## config.mk

```make
export PLATFORM = sky130hd
export DESIGN_NAME = lif_array
export DESIGN_NICKNAME = d
export VERILOG_FILES = /design/src/rtl/lif_pkg.sv /design/src/rtl/lif_neuron.sv /design/src/rtl/lif_array.sv
export SDC_FILE = /design/constraint.sdc
export NUM_CORES = 1
export LEC_CHECK = 0
export CAP_MARGIN = 10
export CORE_ASPECT_RATIO = 1.5
export CORE_MARGIN = 8
export CORE_UTILIZATION = 45
export CTS_CLUSTER_DIAMETER = 30
export CTS_CLUSTER_SIZE = 28
export DETAILED_ROUTE_END_ITERATION = 10
export DONT_BUFFER_PORTS = 1
export GPL_ROUTABILITY_DRIVEN = 0
export PLACE_DENSITY_LB_ADDON = 0.1
export RECOVER_POWER = 25
export SLEW_MARGIN = 20
export SYNTH_ARGS = -nofsm -noshare
export SYNTH_HDL_FRONTEND = slang
export SYNTH_SLANG_ARGS = --single-unit
```

## constraint.sdc

```tcl
create_clock -name clk -period 7 [get_ports clk]
set_input_delay 1.75 -clock clk [delete_from_list [all_inputs] [get_ports clk]]
set_output_delay 1.75 -clock clk [all_outputs]
set_load 0.03 [all_outputs]
```

## src/rtl/lif_pkg.sv

```systemverilog
// Shared helpers and constants for the leaky integrate-and-fire neuron array.
package lif_pkg;

   localparam int RESET_SUB  = 0;
   localparam int RESET_ZERO = 1;

   // Operands are at most w bits wide, so the sum fits one extra bit before clamping to 2^w-1.
   function automatic logic [31:0] sat_add(input logic [31:0] a, input logic [31:0] b,
                                           input int w);
      logic [32:0] sum;
      logic [32:0] max_v;
      sum   = {1'b0, a} + {1'b0, b};
      max_v = (33'd1 << w) - 33'd1;
      return (sum > max_v) ? max_v[31:0] : sum[31:0];
   endfunction

   function automatic logic [31:0] popcount(input logic [63:0] v);
      logic [31:0] c;
      c = '0;
      for (int i = 0; i < 64; i++) begin
         c = c + 32'(v[i]);
      end
      return c;
   endfunction

endpackage

```

## src/rtl/lif_neuron.sv

```systemverilog
// One leaky integrate-and-fire neuron: saturating membrane register, refractory timer, spike pulse.
module lif_neuron
   import lif_pkg::*;
#(
   parameter int W          = 8,
   parameter int THRESHOLD  = 239,
   parameter int LEAK_SHIFT = 1,
   parameter int REFRACT    = 15,
   parameter int RESET_MODE = RESET_SUB
) (
   input  logic         clk,
   input  logic         rst_n,
   input  logic         en,
   input  logic [W-1:0] cur_i,
   output logic [W-1:0] mem_o,
   output logic         spike_o,
   output logic         fire_o
);

   localparam int TW = (REFRACT > 0) ? $clog2(REFRACT + 1) : 1;

   logic [W-1:0]  u;
   logic [W-1:0]  u_next;
   logic [TW-1:0] timer;
   logic [TW-1:0] timer_next;
   logic          fire;
   logic          spike_q;

   always_comb begin
      fire       = (timer == '0) && (u >= W'(THRESHOLD));
      u_next     = u;
      timer_next = timer;
      if (fire) begin
         // u >= THRESHOLD here, so the subtraction cannot underflow.
         if (RESET_MODE == RESET_ZERO) begin
            u_next = cur_i;
         end else begin
            u_next = W'(sat_add(32'(u - W'(THRESHOLD)), 32'(cur_i), W));
         end
         timer_next = TW'(REFRACT);
      end else begin
         u_next = W'(sat_add(32'(u >> LEAK_SHIFT), 32'(cur_i), W));
         if (timer != '0) begin
            timer_next = timer - TW'(1);
         end
      end
   end

   always_ff @(posedge clk or negedge rst_n) begin
      if (!rst_n) begin
         u       <= '0;
         timer   <= '0;
         spike_q <= 1'b0;
      end else if (en) begin
         u       <= u_next;
         timer   <= timer_next;
         spike_q <= fire;
      end else begin
         spike_q <= 1'b0;
      end
   end

   assign mem_o   = u;
   assign spike_o = spike_q;
   assign fire_o  = fire;

endmodule

```

## src/rtl/lif_array.sv

```systemverilog
// Array of N independent LIF neurons with a registered per-edge spike population count.
module lif_array
   import lif_pkg::*;
#(
   parameter int N          = 4,
   parameter int W          = 8,
   parameter int THRESHOLD  = 239,
   parameter int LEAK_SHIFT = 1,
   parameter int REFRACT    = 15,
   parameter int RESET_MODE = RESET_SUB,
   localparam int CW        = $clog2(N + 1)
) (
   input  logic           clk,
   input  logic           rst_n,
   input  logic           en,
   input  logic [N*W-1:0] cur_i,
   output logic [N-1:0]   spike_o,
   output logic [N*W-1:0] mem_o,
   output logic [CW-1:0]  spike_cnt_o
);

   logic [N-1:0] fire;

   for (genvar g = 0; g < N; g++) begin : g_neuron
      lif_neuron #(
         .W          (W),
         .THRESHOLD  (THRESHOLD),
         .LEAK_SHIFT (LEAK_SHIFT),
         .REFRACT    (REFRACT),
         .RESET_MODE (RESET_MODE)
      ) u_neuron (
         .clk     (clk),
         .rst_n   (rst_n),
         .en      (en),
         .cur_i   (cur_i[g*W +: W]),
         .mem_o   (mem_o[g*W +: W]),
         .spike_o (spike_o[g]),
         .fire_o  (fire[g])
      );
   end

   // Count is taken from the same fire vector that loads spike_o, so both align on one edge.
   always_ff @(posedge clk or negedge rst_n) begin
      if (!rst_n) begin
         spike_cnt_o <= '0;
      end else if (en) begin
         spike_cnt_o <= CW'(popcount(64'(fire)));
      end else begin
         spike_cnt_o <= '0;
      end
   end

endmodule

```

# Word level (Yosys, flattened, before mapping)
# Index checks and enable logic that the tools add are counted.
[totals]
out_inout_bits = 39
ff_bits = 55
[classes]
magnitude_cmp = 12
reduce_logical = 20
mux = 25
add_sub_neg = 19
[op_table]
columns = ["cell", "n"]
rows = [
  ["32-bit by 8-bit adder with 33-bit output", 4],
  ["33-bit by 8-bit greater-than comparator with 1-bit output, second input constant", 4],
  ["8-bit two-way mux", 12],
  ["7-bit by 8-bit adder with 9-bit output", 4],
  ["9-bit by 8-bit greater-than comparator with 1-bit output, second input constant", 4],
  ["8-bit by 8-bit subtractor with 9-bit output, second input constant", 4],
  ["8-bit >= comparator, second input constant", 4],
  ["4-bit two-way mux", 8],
  ["4-bit zero test", 4],
  ["4-bit nonzero test", 4],
  ["4-bit by 1-bit subtractor with 4-bit output, second input constant", 4],
  ["2-bit AND reduction", 4],
  ["2-bit nonzero test", 4],
  ["1-bit logical AND", 4],
  ["1-bit two-way mux", 4],
  ["2-bit by 1-bit adder with 3-bit output", 1],
  ["3-bit by 1-bit adder with 3-bit output", 1],
  ["3-bit two-way mux", 1],
  ["1-bit by 1-bit adder with 2-bit output", 1],
]

# Depth between registers and ports, before layout
[depth]
word_depth = 6
depth_mapped = 19
depth_no_buf = 19

# By module
# A second synthesis with hierarchy kept.
[hier_totals]
cells_unflattened = 749
hier_area_um2 = 6585.1
[modules_own_cells]
columns = ["module", "instances", "cells_each", "area_per_inst_um2", "seq_area_each_um2"]
rows = [
  ["lif_neuron", 4, 185, 1611.5, 325.3],
  ["lif_array", 1, 9, 138.9, 75.1],
]

# Worst setup path after synthesis
# No wires, ideal clock.
[synth_path]
path_type = "in2reg"
start = "input cur_i[8]"
end = "register g_neuron[1].u_neuron.u[0]"
cell_stages = 16
path_buffers = 1
setup_slack_ns = 2.487
setup_time_ns = 0.133
t_arrival_ns = 4.379
cell_sequence = "ha_1 -> inv_1 -> fa_1 -> nor2b_1 -> o31ai_1 -> a21oi_1 -> or2_2 -> clkbuf_1 -> nand2_1 -> ha_1 -> nor4_1 -> nand4_1 -> nor4_1 -> nand3_1 -> a211oi_4 -> a21oi_1"
[synth_between]
elab_chain_len = 4
word_cells_on_any_way = 7
[synth_rtl]
columns = ["element", "line_no", "rtl"]
rows = [
  ["start: declaration", "lif_array.sv:16", "input logic [N*W-1:0] cur_i,"],
  ["32-bit by 8-bit adder with 33-bit output or 7-bit by 8-bit adder with 9-bit output (tied branches)", "lif_pkg.sv:12", "sum = {1'b0, a} + {1'b0, b};"],
  ["33-bit by 8-bit greater-than comparator with 1-bit output or 9-bit by 8-bit greater-than comparator with 1-bit output (tied branches)", "lif_pkg.sv:14", "return (sum > max_v) ? max_v[31:0] : sum[31:0];"],
  ["8-bit two-way mux", "lif_pkg.sv:14", ""],
  ["8-bit two-way mux *", "lif_neuron.sv:33", "if (fire) begin"],
  ["end signal: assignment", "lif_neuron.sv:55", "u <= u_next;"],
  ["end: declaration", "lif_neuron.sv:22", "logic [W-1:0] u;"],
]
# Every way passes the cells marked *; elsewhere a longest branch is shown, timed or not.
# A chain may end at the register's enable or synchronous reset.

# Worst setup path after layout
[layout_path]
start = "input cur_i[24]"
end = "register g_neuron[3].u_neuron.u[1]"
[layout_between]
elab_chain_len = 4
word_cells_on_any_way = 7
[layout_rtl]
columns = ["element", "line_no"]
rows = [
  ["32-bit by 8-bit adder with 33-bit output or 7-bit by 8-bit adder with 9-bit output (tied branches)", "lif_pkg.sv:12"],
  ["33-bit by 8-bit greater-than comparator with 1-bit output or 9-bit by 8-bit greater-than comparator with 1-bit output (tied branches)", "lif_pkg.sv:14"],
  ["8-bit two-way mux", "lif_pkg.sv:14"],
  ["8-bit two-way mux *", "lif_neuron.sv:33"],
  ["end signal: assignment", "lif_neuron.sv:55"],
  ["end: declaration", "lif_neuron.sv:22"],
]
# Marks and branches as above.

==> impl_metrics.ini <==
[synth]
avgSynthCellArea_um2 = 8.54
synth-seq-area-share = 0.215
synth.top_cells.by_count = ha_1, a21oi_1, nand2_1
synthMuxAreaShare = 0.00959
dominantRegCellSynth = dfrtp_1
async_reset_ff_frac = 1.00
synth_cells = 749
synth-edff-count = 0
synth_top_family_by_area = adder cells
netlist_area_um2 = 6400
yosysTopAreaCellShare = 0.215
yosysWarnings = 0
syn_nets = 903
synthSimpleGateAreaFrac = 0.168
synth-xor-area-share = 0.0904
synth_cell_types = 60
synth-compound-area-share = 0.232
yosysTopAreaCell = dfrtp_1
synth_most_common_cell = ha_1
synth_area_leaders = dfrtp_1, ha_1, a21oi_1, xnor2_1, xor2_1
synth_fa_ha_area_frac = 0.243
ys_seq_elements = 55

[drt]
ant_nets = 0
vias = 5510
drcViolationCount = 0
drtIter0Drc = 221
viasPerCell = 5.89
routed_wl_um = 16000
wl_per_cell_um = 17.1
first_pass_iters = 5

[timing]
tightest_slew_ns = 0.950
setup_tns_ns = 0
hold_viol = 0
setup_viol = 0
fin_crit_ns = 4.71
max_freq_ghz = 0.212
finalCritPeriodShare = 0.673
slew_violations = 0
rsz0062_at_grt = no
slew-limit-headroom = 0.361
skew_ns = 0.0125

[critical_path]
required_ns = 7.17
path_cells = ha_1, inv_1, fa_1, nor2b_1, o31ai_1, a21oi_1, nor2_1, inv_1, nand2_1, ha_1, nor4_1, nand2_1, nor4b_1, nand3_1, nor2_1, a21oi_1
r2r_end = g_neuron[3].u_neuron.mem_o[1]$_DFFE_PN0P_
critPathMaxFanout = 7
r2r_start = g_neuron[3].u_neuron.mem_o[1]$_DFFE_PN0P_
reg2reg_slack_ns = 2.45
end_kind = flip-flop
arrival_ns = 4.87
max_stage_delay_ns = 0.49
slowest_stage = nor2_1
ff2ff_path_depth = 18
crit_path_start_kind = input port
crit_type = in2reg

[cells_and_area]
finalNetCount = 896
area_growth_pct = 5.07
diodes = 0
fin_cells = 935
drive_gt1_frac = 0.0296

[die]
rows = 53
io_pins = 74
core_area_um2 = 14000
fp.dieH_um = 162
die_w_um = 113
start_util = 0.457
die-area_um2 = 18400

[clock_tree]
postCtsSetupBuffers = 0
clk_latency_ns = 0.30
ctsHoldBuffers = 0
ctsResizeCount = 0
htree_levels = 2
cts.sinks = 55
cts_tree = done
cts_buffer_depth = 2
clock-root-buffer = clkbuf_16
numCtsBuffers = 5
clk_pin_slew_worst_paths_ns = 0.08

[global_route]
grt_max_degree = 56
antenna_found_initial = 0
overflow = 0
track_usage = 0.177
grt_pass1_vias = 5619
grt_pass1_wl_um = 26800

[min_path]
hold_class = reg2reg
worstHoldStart = g_neuron[3].u_neuron.timer[3]$_DFFE_PN0P_
min_to = g_neuron[3].u_neuron.timer[3]$_DFFE_PN0P_
min_delay_path_depth = 1

[run_status]
status = completed

[placement]
dp_cells = 927
dp_hpwl_um = 12800
io_buffers = 0

[flow_run]
cap_violations = 0
cells by family after synthesis:
logic type / after synthesis
AOI/OAI and AO/OA: 234
and+or+nand+nor: 208
adders and majority gates: 119
xor gates and xnor gates: 66
buffers and inverters: 61
DFF: 55
muxes: 6
sequential cells by signal, summed over array words and instances, names as in the netlist:
signal	count
spike_cnt_o	3
g_neuron.u_neuron.spike_o	4
g_neuron.u_neuron.mem_o	32
g_neuron.u_neuron.timer	16
final cells by class:
class	count	area, um2
Fill cell	1401	7270
Multi-Input combinational cell	633	4760
Sequential cell	55	1380
Tap cell	192	240
Inverter	47	176
Clock buffer	5	125
Clock inverter	3	46.3
worst max-delay path by stage:
stage | start | slack (ns) | end | depth (start not counted)
floorplan | cur_i[8] | 2.49 | g_neuron[1].u_neuron.mem_o[0]$_DFFE_PN0P_ | 16
global placement | cur_i[24] | 2.08 | g_neuron[3].u_neuron.mem_o[7]$_DFFE_PN0P_ | 16
detailed placement | cur_i[24] | 1.98 | g_neuron[3].u_neuron.mem_o[2]$_DFFE_PN0P_ | 16
CTS | cur_i[24] | 2.30 | g_neuron[3].u_neuron.mem_o[7]$_DFFE_PN0P_ | 16
global route | cur_i[24] | 1.95 | g_neuron[3].u_neuron.mem_o[4]$_DFFE_PN0P_ | 16
finish | cur_i[24] | 2.29 | g_neuron[3].u_neuron.mem_o[1]$_DFFE_PN0P_ | 16
metrics by stage:
step / instance area [um2] / setup WS (ns) / utilization / hold slack (ns)
detailed placement: 6550 / 1.98 / 0.468 / 0.480
floorplan: 6400 / 2.49 / - / 0.450
finish: 6720 / 2.29 / 0.480 / 0.489
global placement: 6550 / 2.08 / 0.468 / 0.472
CTS: 6720 / 2.30 / 0.480 / 0.495
global route: 6720 / 1.95 / 0.480 / 0.518
layer usage:
metal	track usage	part of all wire	vias to the layer above
met4	0.0511	0.016	0
li1	-	-	2730
met5	0	0	-
met3	0.0275	0.041	17
met1	0.181	0.38	2673
met2	0.354	0.56	90
critical path, delay by kind of cell:
family,cells,cell delay (ns)
buffers and inverters,2,0.17
adder cells (fa/ha/maj),3,0.77
AND/OR/NAND/NOR,8,1.72
AO/OA/AOI/OAI,3,0.45
cell usage in the layout (no fill, tap or decap), drive strengths merged, types with 6 or more instances in the layout:
cell type,instances
a211oi,14
a21o,20
a21oi,77
dfrtp,55
fa,9
ha,110
inv,47
nand2,65
nand2b,9
nand3,22
nand4,6
nor2,37
nor2b,9
nor3,16
nor4,16
o21a,19
o21ai,40
o21bai,11
o22ai,25
o31ai,6
xnor2,38
xor2,28
Power is not shown: default switching activity piles up to over one toggle a cycle in this logic, so the estimate is an artifact.
